===== src/rtl/aes_decrypt_ctrl_if.sv =====
// Bus bundle of the iterative AES-128 decryption sequencer: block handshake,
// round-key store lookup and the round-datapath connections.
interface aes_decrypt_ctrl_if #(
  parameter int DW = 128,
  parameter int AW = 4
);
  logic          in_valid;
  logic          in_ready;
  logic [DW-1:0] in_data;
  logic          key_valid;
  logic [AW-1:0] rk_addr;
  logic [DW-1:0] rk_data;
  logic [DW-1:0] round_in;
  logic [DW-1:0] round_key;
  logic [DW-1:0] round_out;
  logic [DW-1:0] final_out;
  logic          out_valid;
  logic          out_ready;
  logic [DW-1:0] out_data;
  logic          busy;
  logic          key_err;

  // master: the sequencer; slave: key store, datapaths and block producer/consumer
  modport master (
    input  in_valid, in_data, key_valid, rk_data, round_out, final_out, out_ready,
    output in_ready, rk_addr, round_in, round_key, out_valid, out_data, busy, key_err
  );

  modport slave (
    output in_valid, in_data, key_valid, rk_data, round_out, final_out, out_ready,
    input  in_ready, rk_addr, round_in, round_key, out_valid, out_data, busy, key_err
  );
endinterface


===== src/rtl/aes_decrypt_ctrl.sv =====
// Iterative AES-128 decryption sequencer: initial AddRoundKey, NR-1 middle rounds
// through an external DecryptRound datapath, then one final-round pass.
module aes_decrypt_ctrl #(
  parameter int DW = 128,
  parameter int NR = 10,
  parameter int AW = 4
) (
  input  logic               clk,
  input  logic               rst_n,
  aes_decrypt_ctrl_if.master bus
);

  typedef enum logic [1:0] {IDLE, ROUND, FINAL, DONE} ctrlState_t;

  localparam logic [AW-1:0] LastKeyIdx  = AW'(NR);
  localparam logic [AW-1:0] FirstMidIdx = AW'(NR - 1);
  localparam logic [AW-1:0] LastMidIdx  = AW'(1);

  ctrlState_t    stateQ, stateD;
  logic [DW-1:0] blockQ;
  logic [AW-1:0] cntQ;
  logic          keyErrQ;
  logic          accept;

  assign accept = (stateQ == IDLE) && bus.in_valid && bus.key_valid;

  // NOTE: sequential state uses non-blocking assignments so every register
  // samples the pre-edge values, independent of process ordering.
  always_ff @(posedge clk or negedge rst_n) begin
    if (!rst_n) stateQ <= IDLE;
    else        stateQ <= stateD;
  end

  // NOTE: stateD gets a default before the case so no path leaves it
  // unassigned, which would otherwise infer a latch.
  always_comb begin
    stateD = stateQ;
    case (stateQ)
      IDLE:    if (accept) stateD = ROUND;
      ROUND:   if (cntQ == LastMidIdx) stateD = FINAL;
      FINAL:   stateD = DONE;
      DONE:    if (bus.out_ready) stateD = IDLE;
      default: stateD = IDLE;
    endcase
  end

  always_comb begin
    bus.in_ready  = 1'b0;
    bus.rk_addr   = LastKeyIdx;
    bus.out_valid = 1'b0;
    bus.out_data  = '0;
    bus.busy      = 1'b1;
    case (stateQ)
      IDLE: begin
        bus.in_ready = bus.key_valid;
        bus.busy     = 1'b0;
      end
      ROUND:   bus.rk_addr = cntQ;
      FINAL:   bus.rk_addr = '0;
      DONE: begin
        bus.out_valid = 1'b1;
        bus.out_data  = blockQ;
      end
      default: bus.busy = 1'b0;
    endcase
  end

  // Both datapaths always see the current block and key; the state only
  // decides which result, if any, is captured.
  assign bus.round_in  = blockQ;
  assign bus.round_key = bus.rk_data;
  assign bus.key_err   = keyErrQ;

  always_ff @(posedge clk or negedge rst_n) begin
    if (!rst_n) begin
      blockQ  <= '0;
      cntQ    <= '0;
      keyErrQ <= 1'b0;
    end else begin
      case (stateQ)
        IDLE: begin
          if (accept) begin
            blockQ  <= bus.in_data ^ bus.rk_data;
            cntQ    <= FirstMidIdx;
            keyErrQ <= 1'b0;
          end
        end
        ROUND: begin
          blockQ <= bus.round_out;
          if (cntQ != LastMidIdx) cntQ <= cntQ - 1'b1;
          if (!bus.key_valid) keyErrQ <= 1'b1;
        end
        FINAL: begin
          blockQ <= bus.final_out;
          if (!bus.key_valid) keyErrQ <= 1'b1;
        end
        default: ;
      endcase
    end
  end

endmodule


===== src/flat_wrapper.sv =====
// flat-port wrapper written by rule: the top's interface ports become plain ports
module aes_decrypt_ctrl_flat 
#(
  parameter int DW = 128,
  parameter int NR = 10,
  parameter int AW = 4
)
  (clk, rst_n, bus_in_valid, bus_in_data, bus_key_valid, bus_rk_data, bus_round_out, bus_final_out, bus_out_ready, bus_in_ready, bus_rk_addr, bus_round_in, bus_round_key, bus_out_valid, bus_out_data, bus_busy, bus_key_err);
  aes_decrypt_ctrl_if #(.DW(DW), .AW(AW)) bus_i ();
  input  logic clk;
  input  logic rst_n;
  input wire logic [$bits(bus_i.in_valid)-1:0] bus_in_valid;
  input wire logic [$bits(bus_i.in_data)-1:0] bus_in_data;
  input wire logic [$bits(bus_i.key_valid)-1:0] bus_key_valid;
  input wire logic [$bits(bus_i.rk_data)-1:0] bus_rk_data;
  input wire logic [$bits(bus_i.round_out)-1:0] bus_round_out;
  input wire logic [$bits(bus_i.final_out)-1:0] bus_final_out;
  input wire logic [$bits(bus_i.out_ready)-1:0] bus_out_ready;
  output wire logic [$bits(bus_i.in_ready)-1:0] bus_in_ready;
  output wire logic [$bits(bus_i.rk_addr)-1:0] bus_rk_addr;
  output wire logic [$bits(bus_i.round_in)-1:0] bus_round_in;
  output wire logic [$bits(bus_i.round_key)-1:0] bus_round_key;
  output wire logic [$bits(bus_i.out_valid)-1:0] bus_out_valid;
  output wire logic [$bits(bus_i.out_data)-1:0] bus_out_data;
  output wire logic [$bits(bus_i.busy)-1:0] bus_busy;
  output wire logic [$bits(bus_i.key_err)-1:0] bus_key_err;
  assign bus_i.in_valid = bus_in_valid;
  assign bus_i.in_data = bus_in_data;
  assign bus_i.key_valid = bus_key_valid;
  assign bus_i.rk_data = bus_rk_data;
  assign bus_i.round_out = bus_round_out;
  assign bus_i.final_out = bus_final_out;
  assign bus_i.out_ready = bus_out_ready;
  assign bus_in_ready = bus_i.in_ready;
  assign bus_rk_addr = bus_i.rk_addr;
  assign bus_round_in = bus_i.round_in;
  assign bus_round_key = bus_i.round_key;
  assign bus_out_valid = bus_i.out_valid;
  assign bus_out_data = bus_i.out_data;
  assign bus_busy = bus_i.busy;
  assign bus_key_err = bus_i.key_err;
  aes_decrypt_ctrl #(.DW(DW), .NR(NR), .AW(AW)) u_core (.clk(clk), .rst_n(rst_n), .bus(bus_i));
endmodule

===== config.mk =====
export PLATFORM = sky130hd
export DESIGN_NAME = aes_decrypt_ctrl_flat
export DESIGN_NICKNAME = d
export VERILOG_FILES = /design/src/rtl/aes_decrypt_ctrl_if.sv /design/src/rtl/aes_decrypt_ctrl.sv /design/src/flat_wrapper.sv
export SDC_FILE = /design/constraint.sdc
export NUM_CORES = 1
export LEC_CHECK = 0
export BUFFER_PORTS_ARGS = -buffer_cell sky130_fd_sc_hd__buf_2
export CAP_MARGIN = 20
export CORE_AREA = 2 2 355 357
export CTS_CLUSTER_DIAMETER = 120
export DETAILED_ROUTE_END_ITERATION = 10
export DIE_AREA = 0 0 357 359
export PLACE_DENSITY = 0.39
export SLEW_MARGIN = 25
export SYNTH_ARGS = -nofsm -noshare
export SYNTH_HDL_FRONTEND = slang
export SYNTH_SLANG_ARGS = --single-unit

===== constraint.sdc =====
create_clock -name clk -period 1.67 [get_ports clk]
set_input_delay 0.0835 -clock clk [delete_from_list [all_inputs] [get_ports clk]]
set_output_delay 0.0835 -clock clk [all_outputs]
set_load 0.01 [all_outputs]

==> results of run 1 <==
power groups by stage:
stage               combinational, uW  sequential (uW)  clock, uW
global placement                24200             6710          0
floorplan                       14400             6770          0
detailed placement              24400             6720          0
CTS                             26200             6690       4510
finish                          31900             6770       4260
global route                    33800             6970       4580
layer usage:
layer,up-vias,global-route usage
li1,5570,-
met1,6143,0.177
met2,736,0.213
met3,135,0.0304
met4,22,0.0262
met5,-,0
what timing repair did:
action                                  CTS  global route
gates cloned                              1            10
resized for setup                        55           211
endpoints found under the hold margin   224             0
buffers inserted                          9            19
hold buffers                            173             0
endpoints found under the setup margin  265           269
pin swaps                                 5            29
metrics by stage:
| stage | worst slack (ns) | cell area (um2) | std cells | total power [uW] | setup TNS (ns) |
|---|---|---|---|---|---|
| floorplan | -0.0590 | 10900 | 1025 | 21200 | -6.57 |
| global placement | -0.251 | 17100 | 3487 | 31000 | -19.77 |
| detailed placement | -0.285 | 17100 | 3487 | 31100 | -22.39 |
| CTS | -0.427 | 19800 | 3700 | 37400 | -78.23 |
| global route | -0.457 | 21000 | 3728 | 45400 | -95.27 |
| finish | -0.406 | 21000 | 3734 | 43000 | -77.47 |
cells in the final DEF (no fill, tap or decap), drive strengths merged:
| cell type | synthesis | layout |
|---|---|---|
| a21boi | 1 | 1 |
| a22oi | 128 | 128 |
| nand2b | 1 | 1 |
| or4 | 1 | 1 |
| a22o | 1 | 1 |
| o21bai | 2 | 2 |
| clkinv | 0 | 3 |
| mux2i | 130 | 130 |
| buf | 177 | 1043 |
| nor2 | 1 | 1 |
| a221oi | 1 | 1 |
| nor3 | 2 | 2 |
| bufinv | 0 | 3 |
| or2b | 1 | 1 |
| nor4b | 1 | 1 |
| clkbuf | 25 | 32 |
| mux2 | 129 | 129 |
| clkinvlp | 0 | 1 |
| a21oi | 1 | 1 |
| o21ai | 1 | 1 |
| xnor2 | 128 | 128 |
| diode | 0 | 6 |
| nor2b | 1 | 1 |
| nand2 | 3 | 3 |
| inv | 6 | 6 |
| a211o | 1 | 1 |
| dlygate4sd3 | 0 | 173 |
| o311ai | 1 | 1 |
| a211oi | 1 | 1 |
| nor3b | 1 | 1 |
| and2 | 129 | 129 |
| or3b | 1 | 1 |
| dfrtp | 135 | 135 |
| and3 | 5 | 5 |
| o41ai | 1 | 1 |
| o31ai | 1 | 1 |
| ha | 7 | 7 |
| o32a | 1 | 1 |
worst max-delay path by stage:
stage,startpoint,end,slack [ns],depth (start not counted)
global placement,u_core.stateQ[0]$_DFFE_PN0P_,u_core.bus.round_in[10]$_DFFE_PN0P_,-0.25,7
detailed placement,u_core.stateQ[0]$_DFFE_PN0P_,u_core.bus.round_in[10]$_DFFE_PN0P_,-0.28,7
finish,u_core.stateQ[0]$_DFFE_PN0P_,u_core.bus.round_in[28]$_DFFE_PN0P_,-0.41,8
floorplan,u_core.stateQ[0]$_DFFE_PN0P_,u_core.bus.round_in[0]$_DFFE_PN0P_,-0.06,7
CTS,u_core.stateQ[1]$_DFFE_PN0P_,bus_rk_addr[1],-0.43,8
global route,u_core.stateQ[0]$_DFFE_PN0P_,u_core.bus.round_in[28]$_DFFE_PN0P_,-0.46,8
logic make-up (layout without fill, tap and decap cells):
family,after synthesis,after routing,share of synthesized area
multiplexers,259,259,0.256
AND/OR/NAND/NOR,147,147,0.0853
XOR/XNOR,128,128,0.104
adder cells (fa/ha/maj),7,7,0.00813
other,0,6,0
buffers and inverters,208,1261,0.132
AO/OA/AOI/OAI,141,141,0.101
flip-flops,135,135,0.314
state kept, by name, summed over array words and instances (netlist names):
signal	cells
u_core.bus.key_err	1
u_core.bus.round_in	128
u_core.cntQ	4
u_core.stateQ	2
area by class of cell:
cell class / instances / share of cell area
diodes: 6 / 0.000716
multi-input cells: 682 / 0.323
well taps: 1650 / 0.0984
inverters: 6 / 0.00107
clock buffers: 23 / 0.0228
flip-flops and latches: 135 / 0.161
repair buffers: 1225 / 0.387
clock inverters: 7 / 0.00573
cells in the mapped netlist, types with 2 or more instances:
| cell | count |
|---|---|
| ha_1 | 7 |
| dfrtp_1 | 135 |
| and3_1 | 5 |
| mux2i_1 | 130 |
| o21bai_1 | 2 |
| clkbuf_1 | 25 |
| mux2_2 | 128 |
| and2_1 | 129 |
| buf_4 | 128 |
| a22oi_1 | 128 |
| nor3_1 | 2 |
| buf_2 | 34 |
| nand2_1 | 3 |
| inv_1 | 6 |
| buf_6 | 15 |
| xnor2_1 | 128 |
critical path, stage by stage (launching register included):
cell and delay [ns]:
dfrtp_1 0.41, inv_2 0.10, ha_4 0.22, buf_12 0.14
a21oi_4 0.18, buf_6 0.16, buf_12 0.18, buf_16 0.17
mux2_2 0.33
==> impl_results.md, run 1 <==
* Average via count per standard cell at 3.38
* Mapped Nets at 1,549
* Switching power as a share of total power at 0.417
* Post-synthesis instance area at 10,800 um2
* CTS buffer count at 17
* Launching point of the worst reg2reg path: u_core.stateQ[0]$_DFFE_PN0P_
* Slew Limit Fails at 0
* Total clock sinks at 135
* Max Cap Viol at 0
* Post-layout nets at 2,591
* DRC violation count after routing at 0
* Netlist cell types at 36
* Type of origin of the critical path: register
* Initial cell density of the core at 0.0864
* Buffer depth of the longest clock path at 2
* Gate power share at 0.743
* Final hold violation count at 0
* Total grt overflow at 0
* Worst endpoint data arrival time at 2.45 ns
* Fmax at 0.482 GHz
* Wire length on met2 at 41,600 um
* Yosys warning count at 0
* I/O Pins at 909
* Global Route Usage Sum at 0.132
* CP Data Required Time at 2.04 ns
* Number of global-route vias before repair at 12,100
* Internal power at 25,000 uW
* Worst path setup slack after routing at -0.406 ns
* Largest area contributor in the netlist: dfrtp_1
* Worst slew margin relative to its limit at 0.614
* Share of synthesized flip-flops with an asynchronous set or reset at 1.00
* Num rows at 130
* Post-layout minimum cycle time at 2.08 ns
* Clk_skew at 0.0160 ns
* H-tree level count at 4
* Global-route wire length before repair at 112,000 um
* Largest vdd supply drop at 1140 uV
* Post-detailed-route wirelength per cell at 24.5 um
* Total routed wirelength at 91,300 um
* Leading cell types by total area after synthesis: dfrtp_1 31%, mux2_2 13%, mux2i_1 12%
* Sequential-to-total area share from yosys stat at 0.314
* Min-Delay Path Class: in -> reg
* Number of instances in the synthesized netlist at 1,025
* Top metal layer carrying routed signals: met5
* Width of the die at 357 um
* Area of the placeable core at 125,000 um2
* Capture endpoint of the worst hold path: u_core.bus.round_in[5]$_DFFE_PN0P_
* Part of the power in the clock network at 0.099
* Status: finished with violations
* Total iterations of the first detailed-routing run at 6
* Critical register-to-register path endpoint: u_core.bus.round_in[28]$_DFFE_PN0P_
* Predominant post-synthesis flop cell: dfrtp_1
* Die footprint at 128,000 um2
* Met3 layer wire length in the routed design at 7000 um
* Reg area at 3380 um2
* Overall via count from detail_route at 12,600
* TritonCTS clock tree: built
* Count of flip-flops with a built-in enable after synthesis at 0
* Critical path type: reg -> reg
* Layout cells sized above 1 at 0.628
* Die Height at 359 um
* Setup violators final at 264
* Routability congestion estimate from global placement at 0.891
* Depth of the worst hold-timing path at 4
* RSZ-0062 raised after global routing: yes
* Post-CTS clock slew at the launch and capture registers of the worst setup and hold paths at 0.07 ns
* Footprint of the multi-input gates at 6770 um2
* CTS root buffer: clkbuf_16
* Initial DRC count at 713
* Net switching power figure at 17,900 uW
* Worst Hold Launch: bus_final_out[5]
* Slack of the worst reg-to-reg path at -0.41 ns
* Number of flip-flops and latches in the synthesized netlist at 135
* Clock latency of the later-clocked register in the worst-skew pair at 0.50 ns
* Slew at the pin closest to its max-slew limit at 0.579 ns
* Cells on worst reg2reg path at 8
* Metal1 wirelength at 40,900 um
* Failing checks: setup timing
* Utilization of the core after routing at 0.168
* Fraction of synthesized cell area taken by the top area cell type at 0.314
* Final hold slack at 0.0475 ns
* Antenna-violating nets left at 0
* Number of antenna violations at the first check in global routing at 70
* Pin count of the biggest net entering global routing at 67
* Peak fanout along the critical path at 10
* Post-detail-place hpwl at 76,900 um
* Crit end category: register
* Tcrit/Tclk final at 1.24
* Input/output buffers at 908
* Mean post-synth cell area at 10.5 um2
* Portion of total power attributed to sequential cells at 0.158
* Fill count at 14,200
* Leakage power figure at 0.0103 uW
* Area delta synth->final at 94.8%
* Power density relative to cell area at 2050 nW/um2
No activity file was read; power rests on OpenSTA's default activity.
==> run 2: changes to the inputs <==
Settings changed: ABC_AREA set to 1, CORE_AREA 2 2 355 357 to 2 2 358 360, DIE_AREA 0 0 357 359 to 0 0 360 362.
==> run 2 against run 1 <==
- the run still ends with setup timing left
- die area rose by 1.7%
- cell count up 31%
- first-iteration DRC count rose by 76%
- register-to-register slack gained 0.12 ns
- sequential cell count unchanged
- area after synthesis up 4.6%
- non-clock buffer count is 312 higher
- power up 4.4%
- routed wire length is 10% higher
- sequential power rose by 6.2%
- clock power down 3%
==> impl_results.md, run 2 <==
* Setup violators final at 266 (was 264)
* H-tree level count at 4 (unchanged)
* RSZ-0062 raised after global routing: yes (unchanged)
* Largest register FFs at 128 (unchanged)
* Pin count of the biggest net entering global routing at 60 (was 67)
* Crit end category: output pin (was register)
* Global Route Usage Sum at 0.138 (was 0.132)
* Total grt overflow at 0 (unchanged)
* Yosys warning count at 0 (unchanged)
* Failing checks: setup timing (unchanged)
* Global-route wire length before repair at 125,000 um (was 112,000 um)
* Power Total at 44,900 uW (was 43,000 uW)
* Initial cell density of the core at 0.0889 (was 0.0864)
* Proportion of synthesized area in mux cells at 0 (was 0.256)
* Fill count at 14,400 (was 14,200)
* CTS root buffer: clkbuf_16 (unchanged)
* Largest area contributor in the netlist: dfrtp_1 (unchanged)
* Share of synthesized flip-flops with an asynchronous set or reset at 1.00 (unchanged)
* Status: finished with violations (unchanged)
* Final TNS setup at -55.85 ns (was -77.47 ns)
* Area of the placeable core at 127,000 um2 (was 125,000 um2)
* Most instantiated library cell after synthesis: nand2_1 (was dfrtp_1)
* Number of placed instances, taps included at 4,351 (was 3,487)
* Number of flip-flops and latches in the synthesized netlist at 135 (unchanged)
* Number of global-route vias before repair at 16,400 (was 12,100)
* Fraction of the mapped netlist area in adder cells at 0.00778 (was 0.00813)
* Count of flip-flops with a built-in enable after synthesis at 0 (unchanged)
* Final hold violation count at 0 (unchanged)
* Fin area at 25,000 um2 (was 21,000 um2)
* CP most frequent cell: buf_12 (unchanged)
* Largest vdd supply drop at 1140 uV (about the same)
* Overall via count from detail_route at 17,200 (was 12,600)
* Tcrit/Tclk final at 1.20 (was 1.24)
* Num rows at 131 (was 130)
* TritonCTS clock tree: built (unchanged)
* Footprint of the multi-input gates at 6070 um2 (was 6770 um2)
* Slew at the pin closest to its max-slew limit at 0.849 ns (was 0.579 ns)
* Share of the synthesized area in compound gates (AO/OA/AOI/OAI) at 0.0978 (was 0.101)
* Mapped Nets at 2,406 (was 1,549)
* Worst slack, placed at -0.231 ns (was -0.285 ns)
* Reg area at 3380 um2 (unchanged)
* CP Data Required Time at 1.59 ns (was 2.04 ns)
* Input/output buffers at 908 (unchanged)
* CTS buffer count at 17 (unchanged)
* Commonest non-fill, non-tap cells in the layout: 866 x buf_2, 671 x nand2_1, 443 x dlygate4sd3_1 (was 897 x buf_2, 173 x dlygate4sd3_1, 135 x dfrtp_1)
* Min-Delay Path Class: in -> reg (unchanged)
* Max Cap Viol at 0 (unchanged)
* Dominant combinational cell family by area after synthesis: simple AND/OR/NAND/NOR gates (was multiplexers)
* Worst slew margin relative to its limit at 0.428 (was 0.614)
* Placed cell area at 17,800 um2 (was 17,100 um2)
* Post-CTS clock slew at the launch and capture registers of the worst setup and hold paths at 0.07 ns (about the same)
* Area delta synth->final at 122% (was 94.8%)
* Power density relative to cell area at 1790 nW/um2 (was 2050 nW/um2)
* Xor and xnor area share after synthesis at 0.00622 (was 0.104)
* Antenna-violating nets left at 0 (unchanged)
* Critical path type: reg -> out (was reg -> reg)
* Predominant post-synthesis flop cell: dfrtp_1 (unchanged)
* Top post-synthesis cells by count: 748 x nand2_1, 278 x inv_1, 248 x nand3_1 (was 135 x dfrtp_1, 130 x mux2i_1, 129 x and2_1)
* Netlist cell types at 15 (was 36)
* Post-layout nets at 3,736 (was 2,591)
* Post-detail-place hpwl at 77,000 um (was 76,900 um)
* Leading cell type in the layout, fill and taps excluded: buf_2 (unchanged)
* Layout cells sized above 1 at 0.401 (was 0.628)
* Fraction of synthesized cell area taken by the top area cell type at 0.300 (was 0.314)
* Cells along the critical path: buf_6, ha_4, buf_12, buf_12, buf_16, nand2_2, inv_1, buf_2 (was inv_2, ha_4, buf_12, a21oi_4, buf_6, buf_12, buf_16, mux2_2)
* Mean post-synth cell area at 5.98 um2 (was 10.5 um2)
* Leakage power figure at 0.0139 uW (was 0.0103 uW)
* Sequential-to-total area share from yosys stat at 0.300 (was 0.314)
* Peak fanout along the critical path at 7 (was 10)
* Width of the die at 360 um (was 357 um)
* Total clock sinks at 135 (unchanged)
* I/O Pins at 909 (unchanged)
* Average via count per standard cell at 3.51 (was 3.38)
* Post-synthesis instance area at 11,300 um2 (was 10,800 um2)
* Type of origin of the critical path: register (unchanged)
* Die footprint at 130,000 um2 (was 128,000 um2)
* Number of antenna violations at the first check in global routing at 37 (was 70)
* Fmax at 0.498 GHz (was 0.482 GHz)
* Routability congestion estimate from global placement at 0.853 (was 0.891)
* Crit-path slowest cell: dfrtp_1 (unchanged)
* Total iterations of the first detailed-routing run at 5 (was 6)
* Total routed wirelength at 101,000 um (was 91,300 um)
* Number of instances in the synthesized netlist at 1,882 (was 1,025)
* Clock latency of the later-clocked register in the worst-skew pair at 0.50 ns (about the same)
* Die Height at 362 um (was 359 um)
* Post-detailed-route wirelength per cell at 20.6 um (was 24.5 um)
* Cell Count, Final, Fillers Out at 4,895 (was 3,734)
* Initial DRC count at 1,255 (was 713)
* Buffer depth of the longest clock path at 2 (unchanged)
* Delay of the slowest critical-path stage at 0.40 ns (was 0.41 ns)
* DRC violation count after routing at 0 (unchanged)
* Post-layout minimum cycle time at 2.01 ns (was 2.08 ns)
* Share of synthesized cell area in and, or, nand and nor gates at 0.364 (was 0.0853)
* Leading cell types by total area after synthesis: dfrtp_1 30%, nand2_1 25%, nand3_1 11% (was dfrtp_1 31%, mux2_2 13%, mux2i_1 12%)
* Worst path setup slack after routing at -0.338 ns (was -0.406 ns)
* Clk_skew at 0.00716 ns (was 0.0160 ns)
* Worst endpoint data arrival time at 1.92 ns (was 2.45 ns)
* Slew Limit Fails at 0 (unchanged)
## run 2: area by class of cell
type                    count  area share
clock buffers              22      0.0190
flip-flops and latches    135       0.135
well taps                1662      0.0832
multi-input cells        1241       0.243
clock inverters             8     0.00395
inverters                 280      0.0439
repair buffers           1537       0.471
diodes                     10     0.00100
## run 2: power by group
group	leakage, uW	switching (uW)	internal [uW]
sequential	0.00168	2170	5020
combinational	0.0119	18900	14600
clock	0.000278	1850	2290
## run 2: routing by layer
metal / vias to the layer above / wire length, um / track usage
li1: 8343 / - / -
met1: 7971 / 45500 / 0.181
met2: 753 / 47500 / 0.231
met3: 105 / 5540 / 0.0260
met4: 6 / 2250 / 0.0391
met5: - / 37 / 0
## run 2: logic make-up (layout without fill, tap and decap cells)
group,after synthesis,count (layout)
AND/OR/NAND/NOR,1006,1006
buffers and inverters,506,1847
AO/OA/AOI/OAI,220,220
flip-flops,135,135
XOR/XNOR,8,8
adder cells (fa/ha/maj),7,7
other,0,10
## run 2: stage by stage
stage | hold WS (ns) | util
floorplan | -0.212 | -
global placement | 0.0918 | 0.141
detailed placement | 0.0930 | 0.141
CTS | 0.000542 | 0.185
global route | 0.0376 | 0.197
finish | 0.0113 | 0.197
## run 2: worst paths after layout
check / slack [ns] / end / from / cells past startpoint
min in group asynchronous: 0.13 / u_core.bus.round_in[10]$_DFFE_PN0P_ / rst_n / 2
hold / removal: 0.01 / u_core.bus.round_in[43]$_DFFE_PN0P_ / bus_round_out[43] / 5
setup / recovery: -0.34 / bus_out_data[31] / u_core.stateQ[0]$_DFFE_PN0P_ / 8
setup reg to reg: -0.29 / u_core.bus.round_in[34]$_DFFE_PN0P_ / u_core.stateQ[0]$_DFFE_PN0P_ / 11
max in group asynchronous: 0.93 / u_core.bus.round_in[18]$_DFFE_PN0P_ / rst_n / 3
hold reg to reg: 0.49 / u_core.bus.round_in[18]$_DFFE_PN0P_ / u_core.bus.round_in[18]$_DFFE_PN0P_ / 2
## run 2: critical path: cells and delay by family, from the launching register on
family / cells / cell delay [ns]
buf+inv: 6 / 0.73
fa+ha+maj: 1 / 0.20
simple gates: 1 / 0.07
flops: 1 / 0.40
## run 2: timing repair
action / in CTS / in global routing
endpoints found under the setup margin: 260 / 267
setup buffers: 13 / 28
hold buffers: 443 / 0
hold endpoints to repair: 266 / 0
cloned: 6 / 19
gates resized for setup: 105 / 245
pin swaps: 30 / 39
